--- config.mk ---
export PLATFORM = sky130hd
export DESIGN_NAME = regfile_mp_flat
export DESIGN_NICKNAME = d
export VERILOG_FILES = /design/src/rtl/regfile_pkg.sv /design/src/rtl/regfile_mp_if.sv /design/src/rtl/regfile_clr_fsm.sv /design/src/rtl/regfile_mp.sv /design/src/flat_wrapper.sv
export SDC_FILE = /design/constraint.sdc
export NUM_CORES = 2
export LEC_CHECK = 0
export CAP_MARGIN = 40
export CORE_MARGIN = 2
export CORE_UTILIZATION = 55
export DETAILED_ROUTE_END_ITERATION = 16
export HOLD_SLACK_MARGIN = 0.15
export PLACE_DENSITY = 0.72
export SETUP_SLACK_MARGIN = 0.05
export SYNTH_ARGS = -nofsm -noshare
export SYNTH_HDL_FRONTEND = slang
export SYNTH_SLANG_ARGS = --single-unit
export TNS_END_PERCENT = 1
--- constraint.sdc ---
create_clock -name clk -period 8.3 [get_ports clk]
set_clock_uncertainty 0.05 [all_clocks]
set_input_delay 2.075 -clock clk [delete_from_list [all_inputs] [get_ports clk]]
set_output_delay 2.075 -clock clk [all_outputs]
set_load 0.01 [all_outputs]
--- src/rtl/regfile_pkg.sv ---
// -----------------------------------------------------------------------------
// regfile_pkg
// Shared definitions for the multi-port register file (regfile_mp).
//   - state_e     : clear-sweep FSM states (IDLE, CLEAR)
//   - DATA_W_DEF  : default register width
//   - ADDR_W_DEF  : default address width (DEPTH = 2**ADDR_W)
//   - bus_slice() : extracts field k of width w from a packed port bus
// Optional feature macro used by this block: REGFILE_ZERO_REG_EN
// -----------------------------------------------------------------------------
package regfile_pkg;

    typedef enum logic [0:0] {
        ST_IDLE  = 1'b0,
        ST_CLEAR = 1'b1
    } state_e;

    localparam int DATA_W_DEF = 32;
    localparam int ADDR_W_DEF = 5;

    // Upper bounds for the generic slicing helper. Callers zero-extend their
    // packed bus to SLICE_BUS_W and truncate the result to their field width.
    localparam int SLICE_BUS_W = 256;
    localparam int SLICE_MAX_W = 64;

    function automatic logic [SLICE_MAX_W-1:0] bus_slice(
        input logic [SLICE_BUS_W-1:0] bus,
        input int                     k,
        input int                     w
    );
        logic [SLICE_BUS_W-1:0] shifted;
        logic [SLICE_MAX_W-1:0] mask;
        shifted = bus >> (k * w);
        if (w >= SLICE_MAX_W) begin
            mask = '1;
        end else begin
            mask = (SLICE_MAX_W'(1) << w) - SLICE_MAX_W'(1);
        end
        return shifted[SLICE_MAX_W-1:0] & mask;
    endfunction

endpackage

--- src/rtl/regfile_mp_if.sv ---
// -----------------------------------------------------------------------------
// regfile_mp_if
// Bundle of the register-file port signals.
//   clr_req     : pulse, starts a soft clear sweep (honoured only in IDLE)
//   we          : per-write-port enable           [NUM_WR]
//   waddr/wdata : packed write address/data, port k at [k*W +: W]
//   raddr/rdata : packed read address/data, port j at [j*W +: W]
//   busy/ready  : clear sweep in progress / ~busy
//   dbg_state   : clear FSM state (0 = IDLE, 1 = CLEAR)
//   dbg_clr_idx : entry the sweep clears on the next edge
// Handshake: a write on port k is accepted on a rising edge exactly when
// we[k] and ready are both high on that edge; with ready low the write is
// dropped, never queued. rdata is combinational and has no valid qualifier.
// -----------------------------------------------------------------------------
interface regfile_mp_if #(
    parameter int DATA_W = 32,
    parameter int ADDR_W = 5,
    parameter int NUM_RD = 2,
    parameter int NUM_WR = 2
);
    logic                     clr_req;
    logic [NUM_WR-1:0]        we;
    logic [NUM_WR*ADDR_W-1:0] waddr;
    logic [NUM_WR*DATA_W-1:0] wdata;
    logic [NUM_RD*ADDR_W-1:0] raddr;
    logic [NUM_RD*DATA_W-1:0] rdata;
    logic                     busy;
    logic                     ready;
    logic                     dbg_state;
    logic [ADDR_W-1:0]        dbg_clr_idx;

    modport master (
        output clr_req, we, waddr, wdata, raddr,
        input  rdata, busy, ready, dbg_state, dbg_clr_idx
    );

    modport slave (
        input  clr_req, we, waddr, wdata, raddr,
        output rdata, busy, ready, dbg_state, dbg_clr_idx
    );
endinterface

--- src/rtl/regfile_clr_fsm.sv ---
// -----------------------------------------------------------------------------
// regfile_clr_fsm
// Owns the clear-sweep state machine for regfile_mp.
//   clk, rst       : clock, synchronous active-high reset
//   clr_req_i      : soft clear request (ignored while already clearing)
//   busy_o         : sweep in progress
//   clr_en_o       : write zero to clr_addr_o on this edge
//   clr_addr_o     : entry being cleared
//   state_o        : current state (debug)
// Reset enters CLEAR at index 0 without clearing anything on the reset edge;
// each following edge clears one entry, and the edge that clears the last
// entry returns to IDLE, so busy stays high for exactly DEPTH edges.
// -----------------------------------------------------------------------------
module regfile_clr_fsm
    import regfile_pkg::*;
#(
    parameter int ADDR_W = ADDR_W_DEF
) (
    input  logic              clk,
    input  logic              rst,
    input  logic              clr_req_i,
    output logic              busy_o,
    output logic              clr_en_o,
    output logic [ADDR_W-1:0] clr_addr_o,
    output logic [0:0]        state_o
);

    localparam logic [0:0] S_IDLE  = ST_IDLE;
    localparam logic [0:0] S_CLEAR = ST_CLEAR;

    logic [0:0]        state_q, state_d;
    logic [ADDR_W-1:0] clr_idx_q, clr_idx_d;

    always_comb begin
        state_d   = state_q;
        clr_idx_d = clr_idx_q;
        case (state_q)
            S_IDLE: begin
                if (clr_req_i) begin
                    state_d   = S_CLEAR;
                    clr_idx_d = '0;
                end
            end
            S_CLEAR: begin
                // The index never overflows: the last entry exits the sweep.
                if (&clr_idx_q) begin
                    state_d   = S_IDLE;
                    clr_idx_d = '0;
                end else begin
                    clr_idx_d = clr_idx_q + ADDR_W'(1);
                end
            end
            default: begin
                state_d   = S_CLEAR;
                clr_idx_d = '0;
            end
        endcase
    end

    always_ff @(posedge clk) begin
        if (rst) begin
            state_q   <= S_CLEAR;
            clr_idx_q <= '0;
        end else begin
            state_q   <= state_d;
            clr_idx_q <= clr_idx_d;
        end
    end

    assign busy_o     = (state_q == S_CLEAR);
    // No entry is cleared on a reset edge.
    assign clr_en_o   = (state_q == S_CLEAR) && !rst;
    assign clr_addr_o = clr_idx_q;
    assign state_o    = state_q;

endmodule

--- src/rtl/regfile_mp.sv ---
// -----------------------------------------------------------------------------
// regfile_mp
// Parametrised multi-port register file with write priority, optional
// write-to-read bypass and a sequential clear sweep.
//   clk  : clock, all state on rising edge
//   rst  : synchronous active-high reset, starts a clear sweep
//   bus  : regfile_mp_if.slave (clr_req, we, waddr, wdata, raddr, rdata,
//          busy, ready, dbg_state, dbg_clr_idx)
// Parameters: DATA_W, ADDR_W (DEPTH = 2**ADDR_W), NUM_RD (1..4),
//             NUM_WR (1..2), BYPASS (1 = forward same-cycle write data).
// Optional macro REGFILE_ZERO_REG_EN: entry 0 reads as zero and writes to
// address 0 are dropped (also ignored by bypass and write priority).
// -----------------------------------------------------------------------------
module regfile_mp
    import regfile_pkg::*;
#(
    parameter int DATA_W = DATA_W_DEF,
    parameter int ADDR_W = ADDR_W_DEF,
    parameter int NUM_RD = 2,
    parameter int NUM_WR = 2,
    parameter int BYPASS = 1
) (
    input  logic         clk,
    input  logic         rst,
    regfile_mp_if.slave  bus
);

    localparam int DEPTH = 1 << ADDR_W;

`ifdef REGFILE_ZERO_REG_EN
    localparam bit ZERO_REG = 1'b1;
`else
    localparam bit ZERO_REG = 1'b0;
`endif

    // ---------------------------------------------------------------------
    // Clear sweep control
    // ---------------------------------------------------------------------
    logic              busy;
    logic              ready;
    logic              clr_en;
    logic [ADDR_W-1:0] clr_addr;
    logic [0:0]        fsm_state;

    regfile_clr_fsm #(
        .ADDR_W (ADDR_W)
    ) u_clr_fsm (
        .clk        (clk),
        .rst        (rst),
        .clr_req_i  (bus.clr_req),
        .busy_o     (busy),
        .clr_en_o   (clr_en),
        .clr_addr_o (clr_addr),
        .state_o    (fsm_state)
    );

    assign ready           = ~busy;
    assign bus.busy        = busy;
    assign bus.ready       = ready;
    assign bus.dbg_state   = fsm_state[0];
    assign bus.dbg_clr_idx = clr_addr;

    // ---------------------------------------------------------------------
    // Unpack port buses
    // ---------------------------------------------------------------------
    logic [SLICE_BUS_W-1:0] waddr_ext;
    logic [SLICE_BUS_W-1:0] wdata_ext;
    logic [SLICE_BUS_W-1:0] raddr_ext;

    assign waddr_ext = SLICE_BUS_W'(bus.waddr);
    assign wdata_ext = SLICE_BUS_W'(bus.wdata);
    assign raddr_ext = SLICE_BUS_W'(bus.raddr);

    logic [ADDR_W-1:0] waddr_a [NUM_WR];
    logic [DATA_W-1:0] wdata_a [NUM_WR];
    logic [ADDR_W-1:0] raddr_a [NUM_RD];
    logic [NUM_WR-1:0] wr_en;

    for (genvar k = 0; k < NUM_WR; k++) begin : g_wr_unpack
        assign waddr_a[k] = ADDR_W'(bus_slice(waddr_ext, k, ADDR_W));
        assign wdata_a[k] = DATA_W'(bus_slice(wdata_ext, k, DATA_W));
        // A write is live only when the file is idle and not being reset;
        // with the zero register, address 0 writes vanish here so they take
        // part in neither storage, priority nor bypass.
        assign wr_en[k]   = bus.we[k] && ready && !rst &&
                            !(ZERO_REG && (waddr_a[k] == '0));
    end

    for (genvar j = 0; j < NUM_RD; j++) begin : g_rd_unpack
        assign raddr_a[j] = ADDR_W'(bus_slice(raddr_ext, j, ADDR_W));
    end

    // ---------------------------------------------------------------------
    // Storage (no reset; contents are defined by the clear sweep)
    // ---------------------------------------------------------------------
    logic [DATA_W-1:0] mem_q [DEPTH];

    always_ff @(posedge clk) begin
        if (clr_en) begin
            mem_q[clr_addr] <= '0;
        end else begin
            // Later iterations override earlier ones: the higher port wins
            // when two enabled ports target the same address.
            for (int k = 0; k < NUM_WR; k++) begin
                if (wr_en[k]) begin
                    mem_q[waddr_a[k]] <= wdata_a[k];
                end
            end
        end
    end

    // ---------------------------------------------------------------------
    // Read ports
    // ---------------------------------------------------------------------
    logic [DATA_W-1:0] rd_val [NUM_RD];

    always_comb begin
        for (int j = 0; j < NUM_RD; j++) begin
            rd_val[j] = mem_q[raddr_a[j]];
            if (BYPASS != 0) begin
                // Highest matching write port provides the forwarded value.
                for (int k = 0; k < NUM_WR; k++) begin
                    if (wr_en[k] && (waddr_a[k] == raddr_a[j])) begin
                        rd_val[j] = wdata_a[k];
                    end
                end
            end
            if (ZERO_REG && (raddr_a[j] == '0)) begin
                rd_val[j] = '0;
            end
            if (busy) begin
                rd_val[j] = '0;
            end
        end
    end

    for (genvar j = 0; j < NUM_RD; j++) begin : g_rd_pack
        assign bus.rdata[j*DATA_W +: DATA_W] = rd_val[j];
    end

endmodule

--- src/flat_wrapper.sv ---
// flat-port wrapper written by rule: the top's interface ports become plain ports
module regfile_mp_flat import regfile_pkg::*;
#(
    parameter int DATA_W = DATA_W_DEF,
    parameter int ADDR_W = ADDR_W_DEF,
    parameter int NUM_RD = 2,
    parameter int NUM_WR = 2,
    parameter int BYPASS = 1
)
  (clk, rst, bus_clr_req, bus_we, bus_waddr, bus_wdata, bus_raddr, bus_rdata, bus_busy, bus_ready, bus_dbg_state, bus_dbg_clr_idx);
  regfile_mp_if #(.DATA_W(DATA_W), .ADDR_W(ADDR_W), .NUM_RD(NUM_RD), .NUM_WR(NUM_WR)) bus_i ();
  input  logic clk;
  input  logic rst;
  input wire logic [$bits(bus_i.clr_req)-1:0] bus_clr_req;
  input wire logic [$bits(bus_i.we)-1:0] bus_we;
  input wire logic [$bits(bus_i.waddr)-1:0] bus_waddr;
  input wire logic [$bits(bus_i.wdata)-1:0] bus_wdata;
  input wire logic [$bits(bus_i.raddr)-1:0] bus_raddr;
  output wire logic [$bits(bus_i.rdata)-1:0] bus_rdata;
  output wire logic [$bits(bus_i.busy)-1:0] bus_busy;
  output wire logic [$bits(bus_i.ready)-1:0] bus_ready;
  output wire logic [$bits(bus_i.dbg_state)-1:0] bus_dbg_state;
  output wire logic [$bits(bus_i.dbg_clr_idx)-1:0] bus_dbg_clr_idx;
  assign bus_i.clr_req = bus_clr_req;
  assign bus_i.we = bus_we;
  assign bus_i.waddr = bus_waddr;
  assign bus_i.wdata = bus_wdata;
  assign bus_i.raddr = bus_raddr;
  assign bus_rdata = bus_i.rdata;
  assign bus_busy = bus_i.busy;
  assign bus_ready = bus_i.ready;
  assign bus_dbg_state = bus_i.dbg_state;
  assign bus_dbg_clr_idx = bus_i.dbg_clr_idx;
  regfile_mp #(.DATA_W(DATA_W), .ADDR_W(ADDR_W), .NUM_RD(NUM_RD), .NUM_WR(NUM_WR), .BYPASS(BYPASS)) u_core (.clk(clk), .rst(rst), .bus(bus_i));
endmodule
==> impl_metrics.env <==
export IMPL_grtUsageMet2_pct=56.9
export IMPL_async_reset_ff_share_pct=0
export IMPL_arrival_ns=5.58
export IMPL_vias_per_cell=7.38
export IMPL_die_w_um=335
export IMPL_synth_edf_count=1024
export IMPL_power_density_mw_per_mm2=171
export IMPL_cp_data_required_time_ns=6.18
export IMPL_routedWlPerCell_um=33.9
export IMPL_leakagePower_nw=20.9
export IMPL_grt_use_met3_pct=13.6
export IMPL_hold_class="reg -> reg"
export IMPL_timing_final_crit_period_ns=7.71
export IMPL_overflow=0
export IMPL_grt_max_degree=82
export IMPL_num_vias=47200
export IMPL_first_iter_violations=8371
export IMPL_syn_nets=5138
export IMPL_slew_headroom_pct=28.3
export IMPL_timing_setup_tns_ns=0
export IMPL_clk_pin_slew_ns=0.07
export IMPL_synthCells=5047
export IMPL_cts_root_buffer_cell="clkbuf_16"
export IMPL_crit_type="in -> out"
export IMPL_crit_path_frequent_cell="clkdlybuf4s50_1"
export IMPL_clk_latency_ns=0.70
export IMPL_busiest_layer="met2"
export IMPL_drc=0
export IMPL_dpl_hpwl_mm=133
export IMPL_numPortBuffers=160
export IMPL_ctsHoldBuffers=0
export IMPL_cp_start_kind="input pin"
export IMPL_io_pins=161
export IMPL_fp_row_count=121
export IMPL_slew_viol_final=0
export IMPL_status="finished, final reports clean"
export IMPL_fmax_mhz=130
export IMPL_antenna_found_initial=8
export IMPL_htreeDepth=3
export IMPL_yosysUniqueCellTypes=48
export IMPL_grt_pass1_wl_mm=312
export IMPL_synthesis_area_sq_mm=0.0603
export IMPL_worst_slew_pin_transition_ns=1.08
export IMPL_endpoint_kind="primary output"
export IMPL_die_area_sq_mm=0.112
export IMPL_drtAntennaViolNets=0
export IMPL_fin_nets=4985
export IMPL_rsz0062_at_grt="false"
export IMPL_ir_worst_vdd_uv=169
export IMPL_post_cts_buffers=0
export IMPL_cts_buffer_depth=3
export IMPL_clock_sinks=1030
export IMPL_tritoncts="yes"
export IMPL_core_area_sq_mm=0.109
export IMPL_ctsResizeCount=0
export IMPL_grt_use_met1_pct=48.8
export IMPL_drive_gt1_share_pct=20.9
export IMPL_timing_final_crit_share_pct=92.9
export IMPL_path_max_fanout=20
export IMPL_gp_congestion=0.927
export IMPL_crit_path_top_delay_cell="clkdlybuf4s50_1"
export IMPL_yosys_register_bits=1030
export IMPL_yosysSeqAreaShare_pct=51.2
export IMPL_slowest_delay_ns=0.68
export IMPL_dr_pass1_iters=10
export IMPL_crit_chain="clkdlybuf4s50_1 -> and2_2 -> buf_4 -> a22oi_1 -> o21ai_0 -> o31ai_1 -> clkdlybuf4s50_1"
export IMPL_pre_cts_slack_ns=0.820
export IMPL_syn_to_final_growth_pct=12.0
export IMPL_grt_pass1_vias=45800
export IMPL_initial_core_util_pct=55.4
export IMPL_avgSynthCellArea_sq_um=12.0
export IMPL_final_setup_viol_count=0
export IMPL_synth_warnings=0
export IMPL_fp_dieH_um=335
export IMPL_wirelength_mm=217
export IMPL_worst_slack_ns=0.592
export IMPL_synth_flop_cell="edfxtp_1"
export IMPL_finalHoldViolations=0
export IMPL_grt_usage_pct=38.5
export IMPL_drv_cap=0
export IMPL_numCtsBuffers=107
==> area by class of cell <==
cell class | instances | area (sq um)
clock inverters | 58 | 638
well taps | 1414 | 1770
multi-input cells | 3365 | 27200
repair buffers | 389 | 4230
fillers | 8039 | 41300
clock buffers | 133 | 2840
inverters | 1 | 3.75
flip-flops and latches | 1030 | 30900
diodes | 9 | 22.5
==> final timing paths <==
path	startpoint	to	slack, ns	depth (start not counted)
worst max-delay path	bus_raddr[4]	bus_rdata[5]	0.59	7
worst min-delay path	u_core.u_clr_fsm.clr_addr_o[1]$_SDFFE_PP0P_	u_core.u_clr_fsm.clr_addr_o[3]$_SDFFE_PP0P_	0.54	2
worst max register to register	u_core.u_clr_fsm.busy_o$_SDFF_PP1_	u_core.mem_q[0][15]$_DFFE_PP_	4.39	6
worst min register to register	u_core.u_clr_fsm.clr_addr_o[1]$_SDFFE_PP0P_	u_core.u_clr_fsm.clr_addr_o[3]$_SDFFE_PP0P_	0.54	2
==> state kept, by name (all words and copies together), names as in the netlist <==
register and cells:
u_core.mem_q 1024, u_core.u_clr_fsm.clr_addr_o 5, u_core.u_clr_fsm.busy_o 1
==> worst max-delay path, delay by kind of cell <==
kind | cells | cell delay, ns
AND/OR/NAND/NOR | 1 | 0.52
AO/OA/AOI/OAI | 3 | 1.29
buffers and inverters | 3 | 1.66
==> placed cells by master, fill, tap and decap left out, drive strengths merged, types with 25 or more instances in the layout <==
| cell type | netlist | layout |
|---|---|---|
| nor2 | 44 | 44 |
| o22ai | 25 | 25 |
| clkinv | 0 | 40 |
| mux2i | 133 | 133 |
| a211oi | 60 | 60 |
| clkdlybuf4s50 | 0 | 152 |
| a32oi | 64 | 64 |
| nor2b | 61 | 61 |
| mux2 | 67 | 67 |
| o21ai | 1095 | 1095 |
| edfxtp | 1024 | 1024 |
| a22oi | 62 | 62 |
| clkbuf | 420 | 134 |
| nand2 | 1089 | 1089 |
| mux4 | 512 | 512 |
| o31ai | 61 | 61 |
| buf | 231 | 236 |
==> metal layers <==
layer  up-vias  routed length [um]
met1     22800               69800
met4         2               16000
met3      1037               36800
li1      19000                   -
met2      4487               94300
met5         -                  16
==> cells in the mapped netlist, types with 2 or more instances <==
| master | number | share of area [%] |
|---|---|---|
| nand2b_1 | 6 | 0.062 |
| o31ai_1 | 61 | 0.76 |
| buf_2 | 159 | 1.3 |
| and2_0 | 2 | 0.021 |
| mux2_2 | 67 | 1.3 |
| nor2_1 | 29 | 0.18 |
| nand3b_1 | 7 | 0.087 |
| buf_4 | 59 | 0.73 |
| nand3_1 | 8 | 0.066 |
| nor2b_1 | 61 | 0.63 |
| or3_1 | 2 | 0.021 |
| nor2_4 | 3 | 0.056 |
| or2_2 | 2 | 0.021 |
| o21a_1 | 2 | 0.025 |
| nor4_1 | 5 | 0.052 |
| nor3b_1 | 3 | 0.037 |
| ha_1 | 2 | 0.041 |
| nand4_1 | 5 | 0.052 |
| o21ai_0 | 897 | 7.4 |
| a32oi_1 | 64 | 0.93 |
| buf_1 | 10 | 0.062 |
| nor2_2 | 12 | 0.12 |
| edfxtp_1 | 1024 | 51 |
| xnor2_1 | 16 | 0.23 |
| o21ai_1 | 198 | 1.6 |
| clkbuf_1 | 420 | 2.6 |
| o22ai_1 | 25 | 0.26 |
| nor3_2 | 2 | 0.033 |
| a21oi_1 | 7 | 0.058 |
| nand2_1 | 1088 | 6.8 |
| xor2_1 | 4 | 0.058 |
| mux4_2 | 512 | 19 |
| and3_1 | 4 | 0.041 |
| mux2i_1 | 133 | 2.2 |
| a211oi_1 | 60 | 0.75 |
| o21bai_1 | 8 | 0.10 |
| buf_6 | 3 | 0.056 |
| a22oi_1 | 62 | 0.77 |
| dfxtp_1 | 6 | 0.20 |
==> through the flow <==
step	power [mW]	cell area [sq um]	std cells	utilization [%]	hold slack [ns]
after CTS	11.5	67500	6387	62.0	0.532
final	11.6	67600	6399	62.1	0.539
after detailed placement	6.73	64100	6196	58.8	0.513
after global routing	11.8	67600	6392	62.1	0.543
after global placement	6.71	63000	6142	57.9	0.518
after floorplan	6.37	60300	5047	-	0.506
==> cells by family after synthesis <==
kind of cell,Yosys count,share of synthesized area [%]
buf+inv,652,4.79
simple gates,1244,8.35
mux,712,22.6
compound gates,1387,12.8
xor+xnor,20,0.290
flops,1030,51.2
fa+ha+maj,2,0.0415
==> power breakdown <==
group          leakage [nW]  switching [mW]  total, mW  internal (mW)
sequential             9.21          0.0151       5.68           5.67
combinational          10.0           0.596      0.972          0.376
clock                  1.68            2.09       4.93           2.84
total                  20.9            2.71       11.6           8.88
(Power assumes the default switching activity.)
